## src/rtl/fetch_if.sv

```systemverilog
// Fetch-stage bus: pipeline control in, instruction memory port, IF/ID register out.
// The fetch stage connects through the slave modport; the driving side uses master.
interface fetch_if #(
   parameter int IMEM_AW = 8
);
   logic               stall;
   logic               flush;
   logic               br_taken;
   logic [31:0]        br_target;
   logic [IMEM_AW-1:0] imem_addr;
   logic [31:0]        imem_inst;
   logic [31:0]        pc;
   logic [31:0]        if_pc;
   logic [31:0]        if_inst;
   logic               if_valid;
   logic               halted;
   logic [15:0]        fetch_count;

   modport master (
      output stall, flush, br_taken, br_target, imem_inst,
      input  imem_addr, pc, if_pc, if_inst, if_valid, halted, fetch_count
   );

   modport slave (
      input  stall, flush, br_taken, br_target, imem_inst,
      output imem_addr, pc, if_pc, if_inst, if_valid, halted, fetch_count
   );
endinterface

```

## src/rtl/fetch_stage.sv

```systemverilog
// Instruction fetch: PC, imem address and IF/ID register; word visible one edge after its PC.
// Priority rst > br_taken > flush > stall; halt-word freeze compiled in by FETCH_HALT_EN.
module fetch_stage #(
   parameter int          IMEM_AW   = 8,
   parameter logic [31:0] HALT_WORD = 32'h0000_0000
) (
   input logic    clk,
   input logic    rst,
   fetch_if.slave bus
);
`ifdef FETCH_HALT_EN
   localparam bit HALT_EN = 1'b1;
`else
   localparam bit HALT_EN = 1'b0;
`endif

   typedef enum logic {RUN, HALT} state_t;

   state_t      state_q, state_d;
   logic [31:0] pc_q, pc_d;
   logic [31:0] if_pc_q, if_pc_d;
   logic [31:0] if_inst_q, if_inst_d;
   logic        if_valid_q, if_valid_d;
   logic [15:0] cnt_q, cnt_d;

   always_ff @(posedge clk) begin
      if (rst) begin
         state_q    <= RUN;
         pc_q       <= 32'd0;
         if_pc_q    <= 32'd0;
         if_inst_q  <= 32'd0;
         if_valid_q <= 1'b0;
         cnt_q      <= 16'd0;
      end else begin
         state_q    <= state_d;
         pc_q       <= pc_d;
         if_pc_q    <= if_pc_d;
         if_inst_q  <= if_inst_d;
         if_valid_q <= if_valid_d;
         cnt_q      <= cnt_d;
      end
   end

   always_comb begin
      state_d    = state_q;
      pc_d       = pc_q;
      if_pc_d    = if_pc_q;
      if_inst_d  = if_inst_q;
      if_valid_d = if_valid_q;
      cnt_d      = cnt_q;
      if (bus.br_taken) begin
         pc_d       = bus.br_target;
         if_pc_d    = 32'd0;
         if_inst_d  = 32'd0;
         if_valid_d = 1'b0;
         state_d    = RUN;
      end else if (state_q == HALT) begin
         if_pc_d    = 32'd0;
         if_inst_d  = 32'd0;
         if_valid_d = 1'b0;
      end else if (bus.flush) begin
         if_pc_d    = 32'd0;
         if_inst_d  = 32'd0;
         if_valid_d = 1'b0;
         if (!bus.stall) pc_d = pc_q + 32'd1;
      end else if (bus.stall) begin
         pc_d = pc_q;
      end else if (HALT_EN && (bus.imem_inst == HALT_WORD)) begin
         // Halt word is squashed and the PC parks on its address.
         if_pc_d    = 32'd0;
         if_inst_d  = 32'd0;
         if_valid_d = 1'b0;
         state_d    = HALT;
      end else begin
         if_pc_d    = pc_q;
         if_inst_d  = bus.imem_inst;
         if_valid_d = 1'b1;
         pc_d       = pc_q + 32'd1;
         if (cnt_q != 16'hFFFF) cnt_d = cnt_q + 16'd1;
      end
   end

   assign bus.imem_addr   = pc_q[IMEM_AW-1:0];
   assign bus.pc          = pc_q;
   assign bus.if_pc       = if_pc_q;
   assign bus.if_inst     = if_inst_q;
   assign bus.if_valid    = if_valid_q;
   assign bus.fetch_count = cnt_q;
   assign bus.halted      = HALT_EN && (state_q == HALT);
endmodule

```

## src/flat_wrapper.sv

```systemverilog
// flat-port wrapper written by rule: the top's interface ports become plain ports
module fetch_stage_flat 
#(
   parameter int          IMEM_AW   = 8,
   parameter logic [31:0] HALT_WORD = 32'h0000_0000
)
  (clk, rst, bus_stall, bus_flush, bus_br_taken, bus_br_target, bus_imem_inst, bus_imem_addr, bus_pc, bus_if_pc, bus_if_inst, bus_if_valid, bus_halted, bus_fetch_count);
  fetch_if #(.IMEM_AW(IMEM_AW)) bus_i ();
  input logic clk;
  input logic rst;
  input wire logic [$bits(bus_i.stall)-1:0] bus_stall;
  input wire logic [$bits(bus_i.flush)-1:0] bus_flush;
  input wire logic [$bits(bus_i.br_taken)-1:0] bus_br_taken;
  input wire logic [$bits(bus_i.br_target)-1:0] bus_br_target;
  input wire logic [$bits(bus_i.imem_inst)-1:0] bus_imem_inst;
  output wire logic [$bits(bus_i.imem_addr)-1:0] bus_imem_addr;
  output wire logic [$bits(bus_i.pc)-1:0] bus_pc;
  output wire logic [$bits(bus_i.if_pc)-1:0] bus_if_pc;
  output wire logic [$bits(bus_i.if_inst)-1:0] bus_if_inst;
  output wire logic [$bits(bus_i.if_valid)-1:0] bus_if_valid;
  output wire logic [$bits(bus_i.halted)-1:0] bus_halted;
  output wire logic [$bits(bus_i.fetch_count)-1:0] bus_fetch_count;
  assign bus_i.stall = bus_stall;
  assign bus_i.flush = bus_flush;
  assign bus_i.br_taken = bus_br_taken;
  assign bus_i.br_target = bus_br_target;
  assign bus_i.imem_inst = bus_imem_inst;
  assign bus_imem_addr = bus_i.imem_addr;
  assign bus_pc = bus_i.pc;
  assign bus_if_pc = bus_i.if_pc;
  assign bus_if_inst = bus_i.if_inst;
  assign bus_if_valid = bus_i.if_valid;
  assign bus_halted = bus_i.halted;
  assign bus_fetch_count = bus_i.fetch_count;
  fetch_stage #(.IMEM_AW(IMEM_AW), .HALT_WORD(HALT_WORD)) u_core (.clk(clk), .rst(rst), .bus(bus_i));
endmodule
```

## config.mk

```make
export PLATFORM = sky130hd
export DESIGN_NAME = fetch_stage_flat
export DESIGN_NICKNAME = d
export VERILOG_FILES = /design/src/rtl/fetch_if.sv /design/src/rtl/fetch_stage.sv /design/src/flat_wrapper.sv
export SDC_FILE = /design/constraint.sdc
export NUM_CORES = 1
export LEC_CHECK = 0
export ABC_AREA = 1
export BUFFER_PORTS_ARGS = -buffer_cell sky130_fd_sc_hd__buf_2
export CAP_MARGIN = 20
export CORE_ASPECT_RATIO = 0.75
export CORE_UTILIZATION = 54
export CTS_CLUSTER_SIZE = 40
export DETAILED_ROUTE_END_ITERATION = 8
export GPL_ROUTABILITY_DRIVEN = 0
export PLACE_DENSITY = 0.85
export SYNTH_ARGS = -nofsm -noshare
export SYNTH_HDL_FRONTEND = slang
export SYNTH_SLANG_ARGS = --single-unit
```

## constraint.sdc

```tcl
create_clock -name clk -period 4.6 [get_ports clk]
set_input_delay 0.23 -clock clk [delete_from_list [all_inputs] [get_ports clk]]
set_output_delay 0.23 -clock clk [all_outputs]
set_load 0.02 [all_outputs]
```

# Word-level counts from Yosys, hierarchy flattened
# Index checks and enable logic that the tools add are counted.
# word_totals
output_inout_bits	122
wordCells	16
input_bits	69
ff_bits	113
# classes
eq_ne	2
n_reduce_logical	2
bitwise	3
n_addsub	2
mux	2
# ops
op	count
$mux W32	2
$add A32 B1 Y32 const B	1
$add A16 B1 Y16 const B	1
$ne A16 B16 Y1 const B	1
$reduce_and A4 Y1	1
$not A1 Y1	3
$reduce_or A3 Y1	1
$ne A2 B1 Y1 const B	1

# Logic depth before layout (Yosys ltp)
# Gate-level depths: netlist of run 1.
# logic_depth
ltp_word	3
ltp_mapped	9
ltp_nobuf	9

# Worst setup path after synthesis of run 1
# Ideal clock, no wire load.
# synth_path
path_type	register to register
start	reg u_core.cnt_q[1] (netlist: u_core.bus.fetch_count[1])
end	reg u_core.cnt_q[5] (netlist: u_core.bus.fetch_count[5])
setup_slack_ps	2917
setup_ps	142
path_buffers	1
required_time_ps	4458
arrival_time_ps	1541
stages_incl_launch_ff	10
synth_period_minus_slack_ps	1683
cell_sequence	dfxtp_1 > ha_1 > nand2_1 > nor2_4 > nand4_2 > nand2_4 > inv_2 > buf_6 > nand2_1 > a21oi_2
# synth_via
elab_chain_cells	2
elab_cells_between_ends	3
# synth_rtl
item	line_no	rtl
start, declared	fetch_stage.sv:24	logic [15:0] cnt_q, cnt_d;
start signal, assigned	fetch_stage.sv:40	cnt_q <= cnt_d;
parallel branches: the longest is 2 deep, another holds $add A16 B1 Y16	-	
# Parallel ways; which one is timed is not known.
# A chain may end at the register's enable or synchronous reset.

# Worst setup path in the final report of run 1
# layout_path
start	in rst
end	reg u_core.if_inst_q[16] (netlist: u_core.bus.if_inst[16])
# layout_via
elab_chain_cells	1
# layout_rtl
item	line_no	rtl
start, declared	flat_wrapper.sv:10	input logic rst;
$reduce_or A3 Y1 (no source line)	-	
end signal, assigned	fetch_stage.sv:38	if_inst_q <= if_inst_d;
end, declared	fetch_stage.sv:22	logic [31:0] if_inst_q, if_inst_d;
# No other way between the ends.

==> results.md, run 1 <==
* Seq/Total Area, Yosys at 0.4113
* Hold Path Class: input pin to flop
* Worst EP required at 4.88 ns
* Via count at 5844
* Die area at 10600 sq um
* Largest net degree at the start of global routing at 69
* Max-slew headroom at 0.3727
* Max-Cap Viols at 0
* Worst vdd ir at 0.0002594 V
* Peak Freq at 451.7 MHz
* Fin. max-slew vios at 0
* Drt first pass iters at 5
* Root buf cell: clkbuf_16
* Die Ht at 89.41 um
* Combinational group share of total power at 0.086
* R2R cell count at 8
* Detail Route Antenna Nets at 0
* Via-per-instance ratio at 5.209
* End of the critical path: u_core.bus.if_inst[16]$_SDFFE_PP0N_
* Fin crit period at 2.214 ns
* Kind of critical path: input pin to flop
* Nets at 1049
* Flop pwr share at 0.392
* # clock sinks at 113
* CTS tree: built
* Crit. Startpoint: rst
* Period utilization at 0.4812
* Pwr dens at 378.0 nW/um^2
* Worst R2R Start: u_core.bus.fetch_count[1]$_SDFFE_PP0P_
* IO Count at 191
* Post-CTS Hold Buffers at 0
* H-tree Lvls at 4
* Input/output buffers at 189
* Antenna cells at 0
* CP max FO at 41
* Layout cells sized above 1 at 0.2677
* Worst Path Arrival at 2.50 ns
* Mapped Nets at 882
* Clock skew at 0.005123 ns
* CP startpoint kind: input pin
* RSZ-0062 raised after global routing: no
* Mux share of post-synthesis cell area at 0
* WL per Instance at 14.37 um
* Core Box Area at 9774 sq um
* Skew-Pair Late Insertion Delay at 0.41 ns
* Pint at 2.023 mW
* Post-Syn Area at 5500 sq um
* Post-synthesis adder-cell area fraction at 0.004550
* Simple-gate share of the synthesized area at 0.3219
* Residual DRC at 0
* Top-area cell type share of the netlist area at 0.4113
* Status: complete, no violations
* Slew @ Worst Pin at 0.9409 ns
* P_sw at 638.8 uW
* Total GRT Usage at 0.3110
* 1st-iter DRT viols at 473
* Die width at 118.5 um
* Site Rows at 31
* Starting Density at 0.5627
* CTS resizes at 0
* Max Root-Sink Buffers at 2
* Grt total ovfl at 0
* Synth top area cells: dfxtp_1 (41%), nand2_1 (20%), a21oi_1 (8.6%)
* Syn Area/Cell at 6.782 sq um
* Synth Area in XOR/XNOR at 0.03185
* Finished Core Util at 0.7206
* Global-route wire length before repair at 25.73 mm
* Final Hold Violating Endpoints at 0
* Setup TNS at 0 ns
* Post-synthesis register bit count at 113
* Main combinational cell family by area after synthesis: simple AND/OR/NAND/NOR gates
* Num CTS Buffers at 17
* Vias in the first global route at 5196
* Crit. End Element: flop
* Synth warnings at 0
* Critical R2R Capture: u_core.bus.fetch_count[5]$_SDFFE_PP0P_
* Post-DP HPWL at 10.73 mm
* Pleak at 3.151 nW
* Initial antenna violation count at 0
* Clk pwr share at 0.522
* Final setup fails at 0
* Clock-pin slew on the worst setup and hold paths at 0.05 ns
* Setup Buffers After CTS at 0
* R2R setup slack at 2.67 ns
* Routed wire length at 16.13 mm
* Hold depth at 3
* Sw frac at 0.2399
* Post-synth cell types at 32
* Synth Instances at 811
* Area Overhead vs Synth at 28.05%
* Synth area leader: dfxtp_1
* Compound-Gate Fraction of Synth Area at 0.1397
-- cell type report --
type / instances / area, sq um
inverter: 68 / 255.2
fill: 817 / 2731
tap: 132 / 165.2
timing repair buffer: 193 / 988.4
clock buffer: 20 / 466.7
clock inverter: 11 / 160.2
sequential: 113 / 2262
multi-input combinational: 585 / 2745
-- power by group through the flow --
stage               clock network, mW  registers (mW)  logic, mW
floorplan                           0            1.08      0.118
global placement                    0            1.06      0.220
CTS                              1.39            1.04      0.225
detailed placement                  0            1.06      0.222
global route                     1.45            1.05      0.251
finish                           1.39            1.04      0.228
-- cells in the final DEF, fill, tap and decap left out --
cell,count
buf_4,3
clkbuf_16,17
a21oi_1,95
o211ai_1,1
inv_2,3
nand4_1,4
a22o_1,3
nor2_1,47
nand2_1,293
clkbuf_8,3
a31oi_1,5
o221ai_1,1
inv_1,65
nand2_2,10
bufinv_16,4
and2_1,1
nand3_1,44
clkinv_2,5
nor2_2,9
xor2_1,13
o21ai_0,28
nand2_4,2
nand3b_1,1
clkinvlp_4,2
conb_1,1
nor3_1,1
xnor2_1,7
nor2_4,7
ha_1,2
buf_12,1
a21oi_2,9
dfxtp_1,113
nand4_2,1
buf_2,189
-- state kept, by name, summed over array words and instances (netlist names) --
register	count
u_core.bus.if_pc	32
u_core.bus.pc	32
u_core.bus.if_inst	32
u_core.bus.if_valid	1
u_core.bus.fetch_count	16
-- cell families after synthesis --
family / Yosys count
AND/OR/NAND/NOR: 420
AO/OA/AOI/OAI: 142
buffers and inverters: 113
flip-flops: 113
XOR/XNOR: 20
adder cells (fa/ha/maj): 2
other: 1
-- through the flow --
step	total power, mW	area [sq um]	hold slack, ns	instances	setup slack [ns]
after floorplan	1.202	5500	0.3737	811	2.917
after global placement	1.283	6396	0.4477	1090	2.125
after detailed placement	1.286	6396	0.4525	1090	2.069
after CTS	2.662	7023	0.05386	1121	2.447
after global routing	2.753	7043	0.05310	1122	2.267
final	2.662	7043	0.05998	1122	2.386
-- routing by layer --
layer	up-vias	track usage	wire length, um	part of all wire
li1	2895	-	-	-
met1	2637	0.4013	7038	0.44
met2	287	0.5029	7320	0.45
met3	25	0.09694	1523	0.094
met4	0	0.09666	245	0.015
met5	-	0	0	0
-- synth_stat cells --
cell      count
nand2_1     294
dfxtp_1     113
a21oi_1      95
inv_1        66
nor2_1       47
nand3_1      44
o21ai_0      28
clkbuf_1     21
xor2_1       13
buf_2        11
a21oi_2       9
buf_4         9
nand2_2       9
nor2_2        9
nor2_4        7
xnor2_1       7
a31oi_1       5
nand4_1       4
a22o_1        3
buf_1         2
ha_1          2
inv_2         2
nand2_4       2
and2_1        1
buf_12        1
buf_6         1
conb_1        1
nand3b_1      1
nand4_2       1
nor3_1        1
o211ai_1      1
o221ai_1      1
-- worst max-delay path, stage by stage --
cell and delay [ns]:
buf_2 0.70, inv_1 0.36, nand2_2 0.67, buf_4 0.44
a21oi_1 0.08
-- worst min path at each step --
stage,start,slack (ns),endpoint
after floorplan,bus_imem_inst[6],0.37,u_core.bus.if_inst[6]$_SDFFE_PP0N_
after global placement,u_core.bus.if_inst[5]$_SDFFE_PP0N_,0.45,u_core.bus.if_inst[5]$_SDFFE_PP0N_
after detailed placement,u_core.bus.if_inst[28]$_SDFFE_PP0N_,0.45,u_core.bus.if_inst[28]$_SDFFE_PP0N_
after CTS,bus_imem_inst[17],0.05,u_core.bus.if_inst[17]$_SDFFE_PP0N_
after global routing,bus_imem_inst[14],0.05,u_core.bus.if_inst[14]$_SDFFE_PP0N_
final,bus_imem_inst[17],0.06,u_core.bus.if_inst[17]$_SDFFE_PP0N_
No activity file was read; power rests on OpenSTA's default activity.
==> run 2, diff against run 1 <==
Settings changed: ABC_AREA 1 to 0, CORE_UTILIZATION 54 to 44, PLACE_DENSITY 0.85 to 0.76.
Clock period 4.6 ns to 1.85 ns, I/O delays scaled along.
==> results.md, run 2 <==
* CP max FO at 4 (-90%)
* Post-DP HPWL at 9.720 mm (-9.4%)
* Post-synth cell types at 45 (+41%)
* Clock skew at 0.009619 ns (+0.004496 ns)
* Top cells by count, synth: dfxtp_1 (113), nor2_1 (101), mux2i_1 (72)
* Setup Buffers After CTS at 0 (unchanged)
* Final instance area at 7352 sq um (+4.4%)
* Kind of critical path: flop to flop
* Combinational group share of total power at 0.107 (+0.021)
* Mapped Nets at 620 (-30%)
* Fin crit period at 1.759 ns
* RSZ-0062 raised after global routing: no
* WL per Instance at 14.91 um (+3.8%)
* Layout cells sized above 1 at 0.3395 (+0.07185)
* P_sw at 1.563 mW (+140%)
* Via-per-instance ratio at 5.069 (-2.7%)
* Final Hold Violating Endpoints at 0 (unchanged)
* Detail Route met2 WL at 6.761 mm (-7.6%)
* Pleak at 3.564 nW (+13%)
* Worst vdd ir at 0.0007485 V (+190%)
* Worst R2R Start: u_core.bus.pc[6]$_SDFFE_PP0P_
* Starting Density at 0.4551 (-0.1076)
* Num CTS Buffers at 17 (unchanged)
* Detail Route Antenna Nets at 0 (unchanged)
* Site Rows at 33 (+6.5%)
* Max-Cap Viols at 0 (unchanged)
* Total power at 6.839 mW (+160%)
* H-tree Lvls at 4 (unchanged)
* Setup WS post-layout at 0.09085 ns (-2.295 ns)
* Crit. End Element: flop
* EDFF count, synth at 0 (unchanged)
* Vias in the first global route at 4595 (-12%)
* Grt total ovfl at 0 (unchanged)
* Initial antenna violation count at 0 (unchanged)
* Core Box Area at 11020 sq um (+13%)
* Max-slew headroom at 0.3412 (-0.03151)
* Area Overhead vs Synth at 46.53%
* Fin. max-slew vios at 0 (unchanged)
* Max Root-Sink Buffers at 2 (unchanged)
* Pint at 5.275 mW (+160%)
* DP Worst Slack at 0.08720 ns (-1.982 ns)
* Worst Path Arrival at 2.05 ns (-0.45 ns)
* Die Ht at 94.48 um (+5.7%)
* # clock sinks at 113 (unchanged)
* Residual DRC at 13 (+13)
* Period utilization at 0.9509
* Hold Path Class: input pin to flop
* Total GRT Usage at 0.2405 (-0.07050)
* Worst hold margin at 0.01828 ns (-0.04170 ns)
* Failing checks: DRC
* Nets at 865 (-18%)
* Flop pwr share at 0.376 (-0.016)
* Global-route wire length before repair at 22.43 mm (-13%)
* Synth warnings at 0 (unchanged)
* Most frequent cells in the layout: buf_2 (188), dfxtp_1 (109), nor2_1 (101), mux2i_1 (72), dlygate4sd3_1 (45)
* IO Count at 191 (unchanged)
* Slew @ Worst Pin at 0.9882 ns (+0.04727 ns)
* Synth area leader: dfxtp_1
* CP startpoint kind: flop
* R2R setup slack at 0.09 ns (-2.58 ns)
* Clock-pin slew on the worst setup and hold paths at 0.05 ns (about the same)
* Via count at 4800 (-18%)
* Synth Instances at 549 (-32%)
* Synth top area cells: dfxtp_1 (45%), mux2i_1 (14%), nor2_1 (7.6%)
* Pwr dens at 930.2 nW/um^2 (+150%)
* Clk pwr share at 0.517 (-0.005)
* Routed wire length at 14.12 mm (-12%)
* Top-area cell type share of the netlist area at 0.4509 (+0.03959)
* Largest net degree at the start of global routing at 60 (-13%)
* Worst EP required at 2.14 ns (-2.74 ns)
* CTS tree: built
* Final setup fails at 0 (unchanged)
* Finished Core Util at 0.6669 (-0.05366)
* Async S/R FF share, synth at 0 (unchanged)
* Antenna cells at 0 (unchanged)
* Sw frac at 0.2286 (-0.01136)
* Wire length on met3 at 935 um (-39%)
* Skew-Pair Late Insertion Delay at 0.41 ns (about the same)
* Post-Syn Area at 5017 sq um (-8.8%)
* Top-count cell post-synth: dfxtp_1
* Syn Area/Cell at 9.139 sq um (+35%)
* Peak Freq at 568.5 MHz
* Hold Crit Start: bus_br_target[15]
* 1st-iter DRT viols at 259 (-45%)
* Seq/Total Area, Yosys at 0.4509 (+0.03959)
* Drt first pass iters at 7 (+2)
* Input/output buffers at 189 (unchanged)
* M1 WL at 6.246 mm (-11%)
* Dpl cell area at 6236 sq um (-2.5%)
* Root buf cell: clkbuf_16
* Die area at 11840 sq um (+12%)
* Post-synthesis register bit count at 113 (unchanged)
* Ys flop type: dfxtp_1
* Crit. Startpoint: u_core.bus.pc[6]$_SDFFE_PP0P_
* DR top layer: met4
* Commonest non-fill, non-tap cell in the layout: buf_2
* Status: finished, violations left
* Die width at 125.3 um (+5.7%)
## run 2: cell types whose count changed after synthesis, moves of 15 or more
cell / change
xnor2_1: +25
nand4_1: +15
nand3_1: -31
mux2i_1: +72
nand2_1: -275
inv_1: -46
o21ai_0: -25
a21oi_1: -65
nor2_1: +54
o21a_1: +18
## run 2: worst max-delay path, stage by stage (launching register included)
cell,delay (ns)
dfxtp_1,0.36
nand3_1,0.29
nor4_1,0.52
nand3_1,0.15
xnor2_1,0.14
o21a_1,0.17
## run 2: final timing paths
check | to | cells past startpoint
max | u_core.bus.pc[29]$_SDFFE_PP0P_ | 5
min | u_core.bus.pc[15]$_SDFFE_PP0P_ | 4
max reg2reg | u_core.bus.pc[29]$_SDFFE_PP0P_ | 5
min reg2reg | u_core.bus.if_valid$_SDFFE_PP0N_ | 2
## run 2: power by group through the flow
| stage | clock network, mW | logic [mW] | registers (mW) |
|---|---|---|---|
| 5_1_grt | 3.72 | 0.787 | 2.58 |
| 3_5_place_dp | 0 | 0.647 | 2.62 |
| 4_1_cts | 3.59 | 0.726 | 2.57 |
| 6_report | 3.53 | 0.731 | 2.57 |
| 3_3_place_gp | 0 | 0.636 | 2.62 |
| 2_1_floorplan | 0 | 0.308 | 2.71 |
## run 2: metrics by stage
step,setup TNS (ns),cells
after detailed placement,0,870
after global placement,0,870
after floorplan,-0.01503,549
final,0,947
after CTS,0,947
after global routing,0,947
## run 2: logic make-up (layout without fill, tap and decap cells)
| kind of cell | Yosys count | in the layout | synth area share |
|---|---|---|---|
| and+or+nand+nor | 198 | 198 | 0.2002 |
| DFF | 113 | 113 | 0.4509 |
| xor gates and xnor gates | 40 | 40 | 0.06983 |
| buffers and inverters | 62 | 320 | 0.05411 |
| muxes | 73 | 73 | 0.1466 |
| AOI/OAI and AO/OA | 60 | 60 | 0.07257 |
| adders and majority gates | 2 | 2 | 0.004987 |
| other | 1 | 1 | 0.0007474 |
## run 2: layout make-up
cell class | count | area (sq um)
Inverter | 20 | 75.07
Timing Repair Buffer | 268 | 1667
Tap cell | 140 | 175.2
Fill cell | 873 | 3672
Clock inverter | 10 | 152.6
Sequential cell | 113 | 2270
Clock buffer | 22 | 495.5
Multi-Input combinational cell | 374 | 2517
## run 2: timing repair
item / in CTS / in global routing
endpoints found under the hold margin: 45 / 0
resized for setup: 0 / 2
hold buffers: 45 / 0
setup endpoints to repair: 0 / 4
## run 2: metal layers
metal	up-vias	GRT usage
li1	2361	-
met1	2252	0.2908
met2	166	0.4129
met3	21	0.07139
met4	0	0.07927
met5	-	0
